$ cat src/rtl/calendar_date_pkg.sv
// Shared types, month tables and leap/month-length helpers for the calendar date counter.
package calendar_pkg;

  typedef enum logic [1:0] {
    IDLE,
    CALC,
    CHECK
  } cal_state_t;

  localparam logic [3:0] FEB = 4'd2;
  localparam logic [3:0] DEC = 4'd12;

  localparam logic [4:0] MONTH_DAYS [12] = '{
    5'd31, 5'd28, 5'd31, 5'd30, 5'd31, 5'd30,
    5'd31, 5'd31, 5'd30, 5'd31, 5'd30, 5'd31
  };

  localparam logic [2:0] MONDAY    = 3'd0;
  localparam logic [2:0] TUESDAY   = 3'd1;
  localparam logic [2:0] WEDNESDAY = 3'd2;
  localparam logic [2:0] THURSDAY  = 3'd3;
  localparam logic [2:0] FRIDAY    = 3'd4;
  localparam logic [2:0] SATURDAY  = 3'd5;
  localparam logic [2:0] SUNDAY    = 3'd6;

  localparam logic [8:0] MOD400_LAST = 9'd399;

  // Returns 0 for an out-of-range month so callers can treat it as "no legal day".
  function automatic logic [4:0] days_in_month(input logic [3:0] month, input logic leap);
    logic [4:0] d;
    d = 5'd0;
    if (month >= 4'd1 && month <= DEC) begin
      if (month == FEB && leap) d = 5'd29;
      else                      d = MONTH_DAYS[month - 4'd1];
    end
    return d;
  endfunction

  // Bit 1:0 of the year equals bit 1:0 of year mod 400 because 400 is a multiple of 4.
  function automatic logic is_leap(input logic [1:0] year_lo, input logic [8:0] mod400);
    return (year_lo == 2'd0) && (mod400 != 9'd100) && (mod400 != 9'd200) && (mod400 != 9'd300);
  endfunction

endpackage

$ cat src/rtl/calendar_date_if.sv
// Ready/valid date-load port of the calendar counter, with its done/error completion pulses.
interface calendar_date_if #(parameter int YEAR_W = 12);
  logic              set_valid;
  logic              set_ready;
  logic [4:0]        set_day;
  logic [3:0]        set_month;
  logic [YEAR_W-1:0] set_year;
  logic [2:0]        set_weekday;
  logic              set_done;
  logic              set_err;

  modport master (
    output set_valid, set_day, set_month, set_year, set_weekday,
    input  set_ready, set_done, set_err
  );

  modport slave (
    input  set_valid, set_day, set_month, set_year, set_weekday,
    output set_ready, set_done, set_err
  );
endinterface

$ cat src/rtl/calendar_date_leap_year_tracker.sv
// Holds year mod 400 incrementally (no divider) and derives the Gregorian leap flag from it.
module leap_year_tracker
  import calendar_pkg::*;
#(
  parameter logic [8:0] RESET_VAL = 9'd0
) (
  input  logic       clock,
  input  logic       clear_n,
  input  logic       inc,
  input  logic       wrap,
  input  logic       load,
  input  logic [8:0] load_val,
  input  logic [1:0] year_lo,
  output logic [8:0] mod400,
  output logic       leap
);

  always_ff @(posedge clock or negedge clear_n) begin
    if (!clear_n)    mod400 <= RESET_VAL;
    else if (load)   mod400 <= load_val;
    else if (wrap)   mod400 <= 9'd0;
    else if (inc)    mod400 <= (mod400 == MOD400_LAST) ? 9'd0 : mod400 + 9'd1;
  end

  assign leap = is_leap(year_lo, mod400);

endmodule

$ cat src/rtl/calendar_date.sv
// Day/month/year counter advanced by day_tick, with a validated ready/valid date load.
// Optional weekday counter is built when CAL_WEEKDAY_EN is defined.
module calendar_date
  import calendar_pkg::*;
#(
  parameter int YEAR_W        = 12,
  parameter int YEAR_RESET    = 2000,
  parameter int WEEKDAY_RESET = 5
) (
  input  logic              clock,
  input  logic              clear_n,
  input  logic              day_tick,
  calendar_date_if.slave    set_if,
  output logic [4:0]        day,
  output logic [3:0]        month,
  output logic [YEAR_W-1:0] year,
  output logic [2:0]        weekday,
  output logic              month_wrap,
  output logic              year_wrap
);

  localparam logic [YEAR_W-1:0] YEAR_MAX     = '1;
  localparam logic [YEAR_W-1:0] YEAR_INIT    = YEAR_W'(YEAR_RESET);
  localparam logic [YEAR_W-1:0] FOUR_HUNDRED = YEAR_W'(400);
  localparam logic [8:0]        MOD400_INIT  = 9'(YEAR_RESET % 400);

  cal_state_t        state_q, state_n;
  logic [4:0]        day_q, day_n, cap_day_q, cap_day_n;
  logic [3:0]        month_q, month_n, cap_month_q, cap_month_n;
  logic [YEAR_W-1:0] year_q, year_n, cap_year_q, cap_year_n, rem_q, rem_n, rem_sub;
  logic              pending_q, pending_n;
  logic              done_q, done_n, err_q, err_n, mw_q, mw_n, yw_q, yw_n;
  logic              trk_inc, trk_wrap, trk_load;
  logic [8:0]        mod400;
  logic              leap, check_bad;
  logic [4:0]        adv_day;
  logic [3:0]        adv_month;
  logic [YEAR_W-1:0] adv_year;
  logic              adv_mw, adv_yw, adv_inc, adv_wrap;
`ifdef CAL_WEEKDAY_EN
  logic [2:0]        wd_q, wd_n, cap_wd_q, cap_wd_n;
`endif

  leap_year_tracker #(.RESET_VAL(MOD400_INIT)) u_leap (
    .clock    (clock),
    .clear_n  (clear_n),
    .inc      (trk_inc),
    .wrap     (trk_wrap),
    .load     (trk_load),
    .load_val (rem_q[8:0]),
    .year_lo  (year_q[1:0]),
    .mod400   (mod400),
    .leap     (leap)
  );

  // The date one tick ahead of the current one; applied only when a tick is taken.
  always_comb begin
    adv_day   = day_q + 5'd1;
    adv_month = month_q;
    adv_year  = year_q;
    adv_mw    = 1'b0;
    adv_yw    = 1'b0;
    adv_inc   = 1'b0;
    adv_wrap  = 1'b0;
    if (day_q >= days_in_month(month_q, leap)) begin
      adv_day = 5'd1;
      adv_mw  = 1'b1;
      if (month_q == DEC) begin
        adv_month = 4'd1;
        adv_yw    = 1'b1;
        if (year_q == YEAR_MAX) begin
          adv_year = '0;
          adv_wrap = 1'b1;
        end else begin
          adv_year = year_q + 1'b1;
          adv_inc  = 1'b1;
        end
      end else begin
        adv_month = month_q + 4'd1;
      end
    end
  end

  // In CHECK the remainder is < 400, so its low bits stand in for year mod 400.
  assign rem_sub   = rem_q - FOUR_HUNDRED;
  assign check_bad = (cap_month_q == 4'd0) || (cap_month_q > DEC) || (cap_day_q == 5'd0) ||
                     (cap_day_q > days_in_month(cap_month_q, is_leap(rem_q[1:0], rem_q[8:0])))
`ifdef CAL_WEEKDAY_EN
                     || (cap_wd_q > SUNDAY)
`endif
                     ;

  always_comb begin
    state_n     = state_q;
    day_n       = day_q;
    month_n     = month_q;
    year_n      = year_q;
    cap_day_n   = cap_day_q;
    cap_month_n = cap_month_q;
    cap_year_n  = cap_year_q;
    rem_n       = rem_q;
    pending_n   = pending_q;
    done_n      = 1'b0;
    err_n       = 1'b0;
    mw_n        = 1'b0;
    yw_n        = 1'b0;
    trk_inc     = 1'b0;
    trk_wrap    = 1'b0;
    trk_load    = 1'b0;
`ifdef CAL_WEEKDAY_EN
    wd_n        = wd_q;
    cap_wd_n    = cap_wd_q;
`endif
    case (state_q)
      IDLE: begin
        if (pending_q || (!set_if.set_valid && day_tick)) begin
          day_n     = adv_day;
          month_n   = adv_month;
          year_n    = adv_year;
          mw_n      = adv_mw;
          yw_n      = adv_yw;
          trk_inc   = adv_inc;
          trk_wrap  = adv_wrap;
          pending_n = pending_q & day_tick;
`ifdef CAL_WEEKDAY_EN
          wd_n      = (wd_q == SUNDAY) ? MONDAY : wd_q + 3'd1;
`endif
        end else if (set_if.set_valid) begin
          cap_day_n   = set_if.set_day;
          cap_month_n = set_if.set_month;
          cap_year_n  = set_if.set_year;
          rem_n       = set_if.set_year;
          pending_n   = day_tick;
          state_n     = (set_if.set_year >= FOUR_HUNDRED) ? CALC : CHECK;
`ifdef CAL_WEEKDAY_EN
          cap_wd_n    = set_if.set_weekday;
`endif
        end
      end
      CALC: begin
        rem_n = rem_sub;
        if (rem_sub < FOUR_HUNDRED) state_n = CHECK;
        if (day_tick) pending_n = 1'b1;
      end
      CHECK: begin
        done_n  = 1'b1;
        err_n   = check_bad;
        state_n = IDLE;
        if (day_tick) pending_n = 1'b1;
        if (!check_bad) begin
          day_n    = cap_day_q;
          month_n  = cap_month_q;
          year_n   = cap_year_q;
          trk_load = 1'b1;
`ifdef CAL_WEEKDAY_EN
          wd_n     = cap_wd_q;
`endif
        end
      end
      default: state_n = IDLE;
    endcase
  end

  always_ff @(posedge clock or negedge clear_n) begin
    if (!clear_n) begin
      state_q     <= IDLE;
      day_q       <= 5'd1;
      month_q     <= 4'd1;
      year_q      <= YEAR_INIT;
      cap_day_q   <= 5'd1;
      cap_month_q <= 4'd1;
      cap_year_q  <= YEAR_INIT;
      rem_q       <= '0;
      pending_q   <= 1'b0;
      done_q      <= 1'b0;
      err_q       <= 1'b0;
      mw_q        <= 1'b0;
      yw_q        <= 1'b0;
`ifdef CAL_WEEKDAY_EN
      wd_q        <= 3'(WEEKDAY_RESET);
      cap_wd_q    <= 3'd0;
`endif
    end else begin
      state_q     <= state_n;
      day_q       <= day_n;
      month_q     <= month_n;
      year_q      <= year_n;
      cap_day_q   <= cap_day_n;
      cap_month_q <= cap_month_n;
      cap_year_q  <= cap_year_n;
      rem_q       <= rem_n;
      pending_q   <= pending_n;
      done_q      <= done_n;
      err_q       <= err_n;
      mw_q        <= mw_n;
      yw_q        <= yw_n;
`ifdef CAL_WEEKDAY_EN
      wd_q        <= wd_n;
      cap_wd_q    <= cap_wd_n;
`endif
    end
  end

  assign set_if.set_ready = (state_q == IDLE) && !pending_q;
  assign set_if.set_done  = done_q;
  assign set_if.set_err   = err_q;
  assign day              = day_q;
  assign month            = month_q;
  assign year             = year_q;
  assign month_wrap       = mw_q;
  assign year_wrap        = yw_q;
`ifdef CAL_WEEKDAY_EN
  assign weekday          = wd_q;
`else
  assign weekday          = 3'd0;
`endif

endmodule

$ cat src/flat_wrapper.sv
// flat-port wrapper written by rule: the top's interface ports become plain ports
module calendar_date_flat import calendar_pkg::*;
#(
  parameter int YEAR_W        = 12,
  parameter int YEAR_RESET    = 2000,
  parameter int WEEKDAY_RESET = 5
)
  (clock, clear_n, day_tick, day, month, year, weekday, month_wrap, year_wrap, set_if_set_valid, set_if_set_day, set_if_set_month, set_if_set_year, set_if_set_weekday, set_if_set_ready, set_if_set_done, set_if_set_err);
  calendar_date_if #(.YEAR_W(YEAR_W)) set_if_i ();
  input  logic clock;
  input  logic clear_n;
  input  logic day_tick;
  output logic [4:0] day;
  output logic [3:0] month;
  output logic [YEAR_W-1:0] year;
  output logic [2:0] weekday;
  output logic month_wrap;
  output logic year_wrap;
  input wire logic [$bits(set_if_i.set_valid)-1:0] set_if_set_valid;
  input wire logic [$bits(set_if_i.set_day)-1:0] set_if_set_day;
  input wire logic [$bits(set_if_i.set_month)-1:0] set_if_set_month;
  input wire logic [$bits(set_if_i.set_year)-1:0] set_if_set_year;
  input wire logic [$bits(set_if_i.set_weekday)-1:0] set_if_set_weekday;
  output wire logic [$bits(set_if_i.set_ready)-1:0] set_if_set_ready;
  output wire logic [$bits(set_if_i.set_done)-1:0] set_if_set_done;
  output wire logic [$bits(set_if_i.set_err)-1:0] set_if_set_err;
  assign set_if_i.set_valid = set_if_set_valid;
  assign set_if_i.set_day = set_if_set_day;
  assign set_if_i.set_month = set_if_set_month;
  assign set_if_i.set_year = set_if_set_year;
  assign set_if_i.set_weekday = set_if_set_weekday;
  assign set_if_set_ready = set_if_i.set_ready;
  assign set_if_set_done = set_if_i.set_done;
  assign set_if_set_err = set_if_i.set_err;
  calendar_date #(.YEAR_W(YEAR_W), .YEAR_RESET(YEAR_RESET), .WEEKDAY_RESET(WEEKDAY_RESET)) u_core (.clock(clock), .clear_n(clear_n), .day_tick(day_tick), .set_if(set_if_i), .day(day), .month(month), .year(year), .weekday(weekday), .month_wrap(month_wrap), .year_wrap(year_wrap));
endmodule
$ cat config.mk
export PLATFORM = sky130hd
export DESIGN_NAME = calendar_date_flat
export DESIGN_NICKNAME = d
export VERILOG_FILES = /design/src/rtl/calendar_date_pkg.sv /design/src/rtl/calendar_date_if.sv /design/src/rtl/calendar_date_leap_year_tracker.sv /design/src/rtl/calendar_date.sv /design/src/flat_wrapper.sv
export SDC_FILE = /design/constraint.sdc
export NUM_CORES = 1
export LEC_CHECK = 0
export ABC_AREA = 1
export CAP_MARGIN = 40
export CORE_MARGIN = 4
export CORE_UTILIZATION = 55
export DETAILED_ROUTE_END_ITERATION = 10
export PLACE_DENSITY = 0.86
export SETUP_SLACK_MARGIN = 0.05
export SLEW_MARGIN = 20
export SYNTH_ARGS = -nofsm -noshare
export SYNTH_HDL_FRONTEND = slang
export SYNTH_SLANG_ARGS = --single-unit
$ cat constraint.sdc
create_clock -name clock -period 3.7 [get_ports clock]
set_input_delay 0.74 -clock clock [delete_from_list [all_inputs] [get_ports clock]]
set_output_delay 0.74 -clock clock [all_outputs]
set_load 0.05 [all_outputs]
==> impl_results.md, run 1 <==
- Compound-Gate Fraction of Synth Area: 0.118
- Xor and xnor area share after synthesis: 0.0256
- Synth cell types: 45
- Pleak: 2.75 nW
- Period utilization: 0.838
- Dpl cell area: 5350 um^2
- EDFF count, synth: 0
- FMAX: 323 MHz
- Vias in the first global route: 4262
- Final Cell Area: 5530 um^2
- Critical Path AT: 2.36 ns
- First-pass GRT wire length: 20.0 mm
- Drc violations: 0
- Total track usage: 0.244
- Largest net degree at the start of global routing: 30
- VDD IR max: 0.524 mV
- Slew margin rel.: 0.543
- Setup TNS: 0 ns
- TritonCTS clock tree: yes
- Mapped Cells: 652
- Gr ovfl total: 0
- Root Driver: clkbuf_8
- Net count, final: 758
- First DRT Iteration DRCs: 253
- CP endpoint kind: output port
- H-tree depth: 3
- Wirelength, routed: 11.9 mm
- Number of antenna violations at the first check in global routing: 0
- Slew Viols, Final: 0
- Clk buf depth: 2
- RSZ-0062 raised after global routing: false
- Num CTS Buffers: 9
- Measured slew at the worst slew-check pin: 0.684 ns
- Synth Cell Area: 4790 um^2
- Port-buffer cells: 50
- Post-route minimum period: 3.10 ns
- CP max FO: 7
- Antenna Violating Nets Remaining: 0
- I/O Pins: 57
- ANT cells: 0
- Multiplexer area fraction after synthesis: 0
- Routability cong.: 0.899
- Core Region: 8340 um^2
- Clock sink count: 70
- DR vias/cell: 5.62
- Synthesis warning total: 0
- Metal-1 WL: 5.11 mm
- TritonRoute pass-1 iters: 5
- Status: finished, final reports clean
- DR WL/cell: 14.7 um
- Largest cells by area after synthesis: dfrtp_1, nand2_1, dfstp_2
- Min-delay worst type: in -> async
- # hold bufs at CTS: 0
- Highest Signal Layer: met4
- Post-Synth Simple-Gate Area: 0.313
- Post-CTS sizing: 0
- Synth top area share: 0.282
- Die H: 101 um
- Max cap viols: 0
- Met2 wire length: 5.68 mm
- Async set-reset flop share out of synthesis: 1.00
- Critical Path Source: u_core.state_q[1]
- Setup Viol. Count Final: 0
- Overall die width: 101 um
- Dpl hpwl: 8.85 mm
- Setup Buffers After CTS: 0
- # rows: 33
- Starting Density: 0.574
- Worst Skew: 0.00868 ns
- Worst setup SP type: flip-flop
- CP required: 2.96 ns
- Crit Path Class: reg -> out
- Adder-cell share of the synthesized area: 0.0758
- Flip-flop and latch count after synthesis: 70
- Clock slew at reported path FFs: 0.08 ns
- P per Cell Area: 913 nW/um^2
- Met3 WL post-DR: 866 um
- Top FF cell, synth: dfrtp_1
- DIE AREA: 10300 um^2
- Main combinational cell family by area after synthesis: simple AND/OR/NAND/NOR gates
- Mean area per synthesized cell: 7.34 um^2
- Tot Pwr: 5.05 mW
- RR Startpoint: u_core.month[0]
- Hold violation count in the final report: 0
- Area grow syn2layout: 15.5%
- Biggest area consumer among synthesized cells: dfrtp_1
- Sequential share of the synthesized area: 0.370
- Vias: 4560
- Clk_lat worst skew: 0.35 ns
- Fraction of layout cells with a size suffix above 1: 0.0949
[state kept, by name, indices dropped and copies added (netlist names)]
register	cells
u_core.state_q	2
u_core.u_leap.mod400	9
u_core.day	5
u_core.set_if.set_err	1
u_core.month_wrap	1
u_core.rem_q	12
u_core.month	4
u_core.cap_year_q	12
u_core.year_wrap	1
u_core.cap_day_q	5
u_core.pending_q	1
u_core.cap_month_q	4
u_core.year	12
u_core.set_if.set_done	1
[where the power goes]
part	total (mW)	leakage [nW]	switching, mW	internal (mW)
sequential	1.55	0.851	0.386	1.16
clock	0.548	0.0844	0.286	0.261
combinational	2.95	1.82	1.94	1.01
[worst max-delay path: stages (launching register included)]
cell,delay [ns]
dfrtp_1,0.43
inv_1,0.10
ha_1,0.44
inv_4,0.09
nor2_2,0.14
clkdlybuf4s50_1,0.82
[per-layer routing]
layer  vias to the layer above  GRT usage
li1                       2198          -
met2                       184      0.388
met4                         0     0.0890
met5                         -          0
met3                        21     0.0482
met1                      2157      0.331
[area by class of cell]
type,instances,area (um^2)
Clock buffer,14,153
Clock inverter,2,10.0
Fill cell,694,2810
Inverter,92,348
Multi-Input combinational cell,473,2560
Sequential cell,70,1770
Tap cell,105,131
Timing Repair Buffer,55,561
[Yosys cell counts (2+ instances only)]
cell type / instances
nor3_1: 6
nand3_2: 3
a21oi_2: 2
nand2_2: 7
nand2_8: 2
nand3_4: 2
inv_1: 83
o21ai_1: 7
xor2_1: 13
nand2_1: 204
a21oi_1: 14
dfstp_2: 16
o22ai_1: 11
nand3_1: 50
dfrtp_1: 54
a22oi_1: 3
ha_1: 29
buf_2: 5
nor2_1: 32
inv_2: 7
o211ai_1: 3
clkbuf_1: 4
a31oi_1: 3
buf_4: 9
nand4_1: 12
nor2_2: 3
o32ai_1: 2
o21ai_0: 48
o21bai_1: 2
[logic make-up (layout without fill, tap and decap cells)]
group | Yosys count | in the layout
and+or+nand+nor | 329 | 329
buffers and inverters | 111 | 163
AOI/OAI and AO/OA | 98 | 98
DFF | 70 | 70
adders and majority gates | 29 | 29
xor gates and xnor gates | 14 | 14
other | 1 | 3
[placed cells by master (no fill, tap or decap), types with 4 or more instances in the layout]
cell type | Yosys | routed
nand2_1 | 204 | 204
inv_1 | 83 | 83
dfrtp_1 | 54 | 54
nand3_1 | 50 | 50
clkdlybuf4s50_1 | 0 | 49
o21ai_0 | 48 | 48
nor2_1 | 32 | 32
ha_1 | 29 | 29
dfstp_2 | 16 | 16
a21oi_1 | 14 | 14
xor2_1 | 13 | 13
nand4_1 | 12 | 12
o22ai_1 | 11 | 11
clkbuf_8 | 0 | 10
o21ai_1 | 7 | 7
inv_2 | 7 | 7
nand2_2 | 7 | 7
nor3_1 | 6 | 6
clkbuf_1 | 4 | 4
[through the flow]
stage	util	hold slack (ns)	worst slack [ns]	instances
after floorplan	-	0.444	0.792	654
after global placement	0.638	0.461	0.810	793
after detailed placement	0.642	0.476	0.638	794
after CTS	0.661	0.384	0.599	810
after global routing	0.663	0.400	0.317	811
final	0.663	0.386	0.601	811
[final timing paths]
kind                                      endpoint  depth (start not counted)  slack (ns)
setup reg to reg           u_core.u_leap.mod400[5]                         21        0.61
hold reg to reg              u_core.cap_year_q[10]                          2        0.49
hold / removal                    u_core.rem_q[10]                          1        0.39
setup / recovery                  set_if_set_ready                          5        0.60
max in group asynchronous      u_core.cap_day_q[0]                          3        2.48
min in group clock           u_core.cap_year_q[10]                          2        0.49
No activity file was read; power rests on OpenSTA's default activity.
==> run 2: changes to the inputs <==
CORE_UTILIZATION = 51   (was 55)
PLACE_DENSITY = 0.84   (was 0.86)
clock period = 2.85 ns   (was 3.7 ns; I/O delays follow)
==> run 2 against run 1 <==
Hold slack worse by 0.17 ns. Combinational power is 38% higher. Via count is 0.55% lower. Sequential power up 30%. Critical endpoint is now u_core.year[1]. Largest cell class unchanged. Largest power group unchanged. Highest routed layer unchanged.
==> impl_results.md, run 2 (synthesis gave the netlist of run 1 again) <==
- Final setup margin: 0.171 ns (was 0.601 ns)
- Setup TNS: 0 ns (unchanged)
- Net count, final: 773 (was 758)
- Port-buffer cells: 50 (unchanged)
- Antenna Violating Nets Remaining: 0 (unchanged)
- Post-Layout Cell Count: 832 (was 811)
- Worst Skew: 0.00940 ns (was 0.00868 ns)
- Vias in the first global route: 4164 (was 4262)
- I/O Pins: 57 (unchanged)
- TritonCTS clock tree: yes (unchanged)
- Most frequent cells in the layout: nand2_1, inv_1, dfrtp_1 (unchanged)
- Vias: 4535 (was 4560)
- Dpl cells: 810 (was 794)
- Overall die width: 105 um (was 101 um)
- FMAX: 373 MHz
- Wirelength, routed: 11.9 mm (about the same)
- Die H: 105 um (was 101 um)
- Measured slew at the worst slew-check pin: 0.512 ns (was 0.684 ns)
- Max cap viols: 0 (unchanged)
- Clk buf depth: 2 (unchanged)
- DR vias/cell: 5.45 (was 5.62)
- First-pass GRT wire length: 19.4 mm (was 20.0 mm)
- ANT cells: 0 (unchanged)
- Hold WS: 0.215 ns (was 0.386 ns)
- Commonest non-fill, non-tap cell in the layout: nand2_1 (unchanged)
- Core Region: 9200 um^2 (was 8340 um^2)
- Starting Density: 0.521 (was 0.574)
- Dpl cell area: 5440 um^2 (was 5350 um^2)
- Critical Path AT: 2.92 ns (was 2.36 ns)
- Num CTS Buffers: 9 (unchanged)
- H-tree depth: 3 (unchanged)
- Slew margin rel.: 0.658 (was 0.543)
- Number of antenna violations at the first check in global routing: 0 (unchanged)
- Dpl hpwl: 8.79 mm (was 8.85 mm)
- Pleak: 2.88 nW (was 2.75 nW)
- Status: finished, final reports clean (unchanged)
- Total track usage: 0.216 (was 0.244)
- Routability cong.: 0.887 (was 0.899)
- Crit Path Class: reg -> reg (was reg -> out)
- CP max FO: 6 (was 7)
- Clock slew at reported path FFs: 0.08 ns (about the same)
- P per Cell Area: 1220 nW/um^2 (was 913 nW/um^2)
- Drc violations: 0 (unchanged)
- Min-delay worst type: in -> async (unchanged)
- First DRT Iteration DRCs: 270 (was 253)
- Fraction of layout cells with a size suffix above 1: 0.135 (was 0.0949)
- Final Cell Area: 5820 um^2 (was 5530 um^2)
- VDD IR max: 0.794 mV (was 0.524 mV)
- Clock sink count: 70 (unchanged)
- Worst setup SP type: flip-flop (unchanged)
- # rows: 35 (was 33)
- Slew Viols, Final: 0 (unchanged)
- Tot Pwr: 7.11 mW (was 5.05 mW)
- Root Driver: clkbuf_8 (unchanged)
- Largest net degree at the start of global routing: 33 (was 30)
- TritonRoute pass-1 iters: 5 (unchanged)
- CP required: 3.09 ns (was 2.96 ns)
- DIE AREA: 11000 um^2 (was 10300 um^2)
- CP endpoint kind: flip-flop (was output port)
- Final Util: 0.633 (was 0.663)
- DR WL/cell: 14.4 um (was 14.7 um)
- Period utilization: 0.940
- Gr ovfl total: 0 (unchanged)
- Post-route minimum period: 2.68 ns
- Pre-CTS WS: 0.0592 ns (was 0.638 ns)
- Clk_lat worst skew: 0.35 ns (about the same)
- Setup Viol. Count Final: 0 (unchanged)
- Area grow syn2layout: 21.7% (was 15.5%)
- Hold violation count in the final report: 0 (unchanged)
- RSZ-0062 raised after global routing: true (was false)
[run 2: critical path: stages, from the launching register on]
cell and delay, ns:
dfstp_4 0.64, inv_6 0.04, buf_4 0.13, ha_1 0.19
nand2_1 0.08, nor3_1 0.06, o31ai_2 0.11, a21oi_1 0.14
ha_1 0.29, inv_1 0.03, nand2_1 0.04, nand2_1 0.04
nand2_1 0.06, nand2_2 0.09, nand3_2 0.10, nand2_4 0.09
inv_2 0.14, nand3_4 0.13, nand2_1 0.10, nand2_1 0.06
[run 2: final cells by class]
type,instances,area [um^2]
timing repair buffer,69,673
fill,751,3370
inverter,92,353
multi-input combinational,474,2630
clock buffer,11,151
sequential,70,1780
tap,111,139
clock inverter,5,105
[run 2: timing repair]
item                                   in CTS  in global routing
hold buffers                                0                  0
setup endpoints to repair                   1                 30
resized for setup                           1                 19
pin swaps                                   0                  6
setup buffers                               0                  4
endpoints found under the hold margin       0                  0
cloned                                      0                  1
[run 2: worst paths after layout]
kind / start / end / slack, ns / cells after the start
worst min register to register: u_core.cap_year_q[10] / u_core.cap_year_q[10] / 0.48 / 2
min in group clock: u_core.cap_year_q[10] / u_core.cap_year_q[10] / 0.48 / 2
max in group asynchronous: clear_n / u_core.year[7] / 2.17 / 3
worst max-delay path: u_core.month[0] / u_core.year[1] / 0.17 / 19
worst min-delay path: clear_n / u_core.year_wrap / 0.21 / 2
worst max register to register: u_core.month[0] / u_core.year[1] / 0.17 / 19
[run 2: power by group]
part / switching [mW] / leakage, nW / internal, mW / total (mW)
sequential: 0.496 / 0.850 / 1.51 / 2.01
clock: 0.404 / 0.122 / 0.629 / 1.03
combinational: 2.60 / 1.91 / 1.47 / 4.07
total: 3.50 / 2.88 / 3.61 / 7.11
[run 2: layer usage]
| metal | wire (um) | vias to the layer above | GRT usage |
|---|---|---|---|
| met4 | 197 | 0 | 0.0759 |
| met3 | 740 | 15 | 0.0340 |
| met1 | 5320 | 2119 | 0.292 |
| met2 | 5690 | 168 | 0.351 |
| met5 | 0 | - | 0 |
| li1 | - | 2233 | - |
==> run 3: changes to the inputs <==
CORE_UTILIZATION = 50   (was 51)
PLACE_DENSITY = 0.83   (was 0.84)
==> run 3 against run 2 <==
Combinational power rose by 2%. Die area rose by 1.8%. Non-clock buffer count unchanged.
==> impl_results.md, run 3 (synthesis gave the netlist of run 1 again) <==
- Status: finished, final reports clean (unchanged)
- Worst setup SP type: flip-flop (unchanged)
- Int Power: 3.43 mW (was 3.61 mW)
- Clk_lat worst skew: 0.36 ns (was 0.35 ns)
- RSZ-0062 raised after global routing: true (unchanged)
- Clk buf depth: 2 (unchanged)
- Most frequent cells in the layout: nand2_1, inv_1, dfrtp_1 (unchanged)
- TritonCTS clock tree: yes (unchanged)
- Fill cell count: 776 (was 751)
- Port-buffer cells: 50 (unchanged)
- Measured slew at the worst slew-check pin: 0.523 ns (was 0.512 ns)
- Clock slew at reported path FFs: 0.08 ns (about the same)
- Worst Skew: 0.00920 ns (was 0.00940 ns)
- Hold WS: 0.124 ns (was 0.215 ns)
- Hold violation count in the final report: 0 (unchanged)
- Post-route minimum period: 2.73 ns (was 2.68 ns)
- Overall die width: 106 um (was 105 um)
- P per Cell Area: 1200 nW/um^2 (was 1220 nW/um^2)
- Area grow syn2layout: 21.5% (was 21.7%)
- Period utilization: 0.959 (was 0.940)
- Drc violations: 0 (unchanged)
- Max cap viols: 0 (unchanged)
- First DRT Iteration DRCs: 291 (was 270)
- Critical Path Source: u_core.month[0] (unchanged)
- Clock sink count: 70 (unchanged)
- First-pass GRT wire length: 20.0 mm (was 19.4 mm)
- Sequential share of power: 0.286 (was 0.282)
- Wirelength, routed: 12.2 mm (was 11.9 mm)
- CP endpoint kind: flip-flop (unchanged)
- H-tree depth: 3 (unchanged)
- DR WL/cell: 14.3 um (was 14.4 um)
- Total track usage: 0.220 (was 0.216)
- Net count, final: 773 (unchanged)
- Crit Path Class: reg -> reg (unchanged)
- Vias in the first global route: 4403 (was 4164)
- Final Cell Area: 5820 um^2 (about the same)
- Clock share of power: 0.119 (was 0.145)
- Critical Path AT: 2.98 ns (was 2.92 ns)
- Starting Density: 0.516 (was 0.521)
- Comb pwr share: 0.595 (was 0.572)
- Fraction of layout cells with a size suffix above 1: 0.141 (was 0.135)
- Antenna Violating Nets Remaining: 0 (unchanged)
- Slew Viols, Final: 0 (unchanged)
- CP max FO: 4 (was 6)
- VDD IR max: 0.837 mV (was 0.794 mV)
- Slew margin rel.: 0.649 (was 0.658)
- I/O Pins: 57 (unchanged)
- Root Driver: clkbuf_8 (unchanged)
- CP required: 3.10 ns (was 3.09 ns)
- Number of antenna violations at the first check in global routing: 0 (unchanged)
- ANT cells: 0 (unchanged)
- Core Region: 9280 um^2 (was 9200 um^2)
- FMAX: 366 MHz (was 373 MHz)
- Largest net degree at the start of global routing: 37 (was 33)
- Routability cong.: 0.864 (was 0.887)
- Dpl hpwl: 8.95 mm (was 8.79 mm)
- Dpl cell area: 5470 um^2 (was 5440 um^2)
- Min-delay worst type: in -> async (unchanged)
- TritonRoute pass-1 iters: 5 (unchanged)
- Gr ovfl total: 0 (unchanged)
- Num CTS Buffers: 9 (unchanged)
- # rows: 35 (unchanged)
- Vias: 4552 (was 4535)
- # hold bufs at CTS: 0 (unchanged)
- Switching share of power: 0.508 (was 0.492)
- DR vias/cell: 5.36 (was 5.45)
- RR Startpoint: u_core.month[0] (unchanged)
- Die H: 106 um (was 105 um)
- Pleak: 2.88 nW (about the same)
- Commonest non-fill, non-tap cell in the layout: nand2_1 (unchanged)
- Switch Pwr: 3.55 mW (was 3.50 mW)
- Setup TNS: 0 ns (unchanged)
- DIE AREA: 11200 um^2 (was 11000 um^2)
- Setup Viol. Count Final: 0 (unchanged)
[run 3: cell types whose count changed in the layout (fill, tap and decap cells not counted), moves of 2 or more]
cell / before / now
nand3_2: 3 / 8
bufinv_16: 3 / 1
inv_1: 80 / 82
inv_4: 1 / 3
inv_2: 9 / 5
buf_6: 0 / 2
nand3_1: 49 / 45
clkinv_2: 0 / 3
[run 3: per-stage QoR]
| stage | power, mW | worst slack, ns | util | cells |
|---|---|---|---|---|
| finish | 6.98 | 0.118 | 0.627 | 850 |
| global route | 7.55 | -0.0421 | 0.627 | 850 |
| CTS | 6.74 | 0.0535 | 0.611 | 844 |
| detailed placement | 5.88 | -0.00775 | 0.589 | 828 |
| global placement | 5.70 | 0.163 | 0.589 | 828 |
| floorplan | 4.85 | 0.0649 | - | 654 |
[run 3: layout make-up]
type	count	area [um^2]	share of cell area
Clock buffer	10	138	0.0237
Inverter	92	358	0.0615
Timing Repair Buffer	69	668	0.115
Tap cell	129	161	0.0277
Sequential cell	70	1780	0.305
Multi-Input combinational cell	474	2660	0.456
Clock inverter	6	61.3	0.0105
[run 3: what timing repair did]
item / 4_1_cts / 5_1_grt
gates resized for setup: 3 / 27
gates cloned: 0 / 1
buffers inserted: 0 / 5
pin swaps: 1 / 11
endpoints found under the setup margin: 22 / 30
[run 3: critical path, stage by stage (launching register included)]
cell	delay, ns
dfstp_4	0.64
inv_6	0.04
ha_4	0.16
xor2_1	0.14
inv_1	0.09
nand2_1	0.06
o211ai_1	0.08
o21ai_1	0.11
a21oi_2	0.08
ha_1	0.30
inv_1	0.04
nand2_1	0.04
nand2_1	0.06
nand2_2	0.09
nand2_4	0.07
nand2_4	0.08
buf_6	0.10
nand4_1	0.18
nand4_1	0.18
nand2_1	0.06
[run 3: path summary, 6_finish.rpt]
| kind | to | slack [ns] | cells past startpoint |
|---|---|---|---|
| max | u_core.u_leap.mod400[7] | 0.12 | 19 |
| min | u_core.rem_q[9] | 0.12 | 1 |
| max reg2reg | u_core.u_leap.mod400[7] | 0.12 | 19 |
| min reg2reg | u_core.cap_year_q[10] | 0.48 | 2 |
| max in group asynchronous | u_core.day[0] | 2.05 | 2 |
| min in group clock | u_core.cap_year_q[10] | 0.48 | 2 |
[run 3: routing by layer]
layer | vias to the layer above | share of wire | global-route usage
li1 | 2233 | - | -
met1 | 2156 | 0.45 | 0.278
met2 | 139 | 0.48 | 0.364
met3 | 24 | 0.046 | 0.0423
met4 | 0 | 0.023 | 0.104
met5 | - | 0 | 0
[run 3: power groups by stage]
| stage | Combinational (mW) | Clock (mW) | Sequential [mW] |
|---|---|---|---|
| final | 4.15 | 0.830 | 2.00 |
| after global routing | 4.59 | 0.878 | 2.07 |
| after CTS | 3.93 | 0.839 | 1.97 |
| after detailed placement | 3.89 | 0 | 1.99 |
| after global placement | 3.73 | 0 | 1.97 |
| after floorplan | 2.52 | 0 | 2.33 |
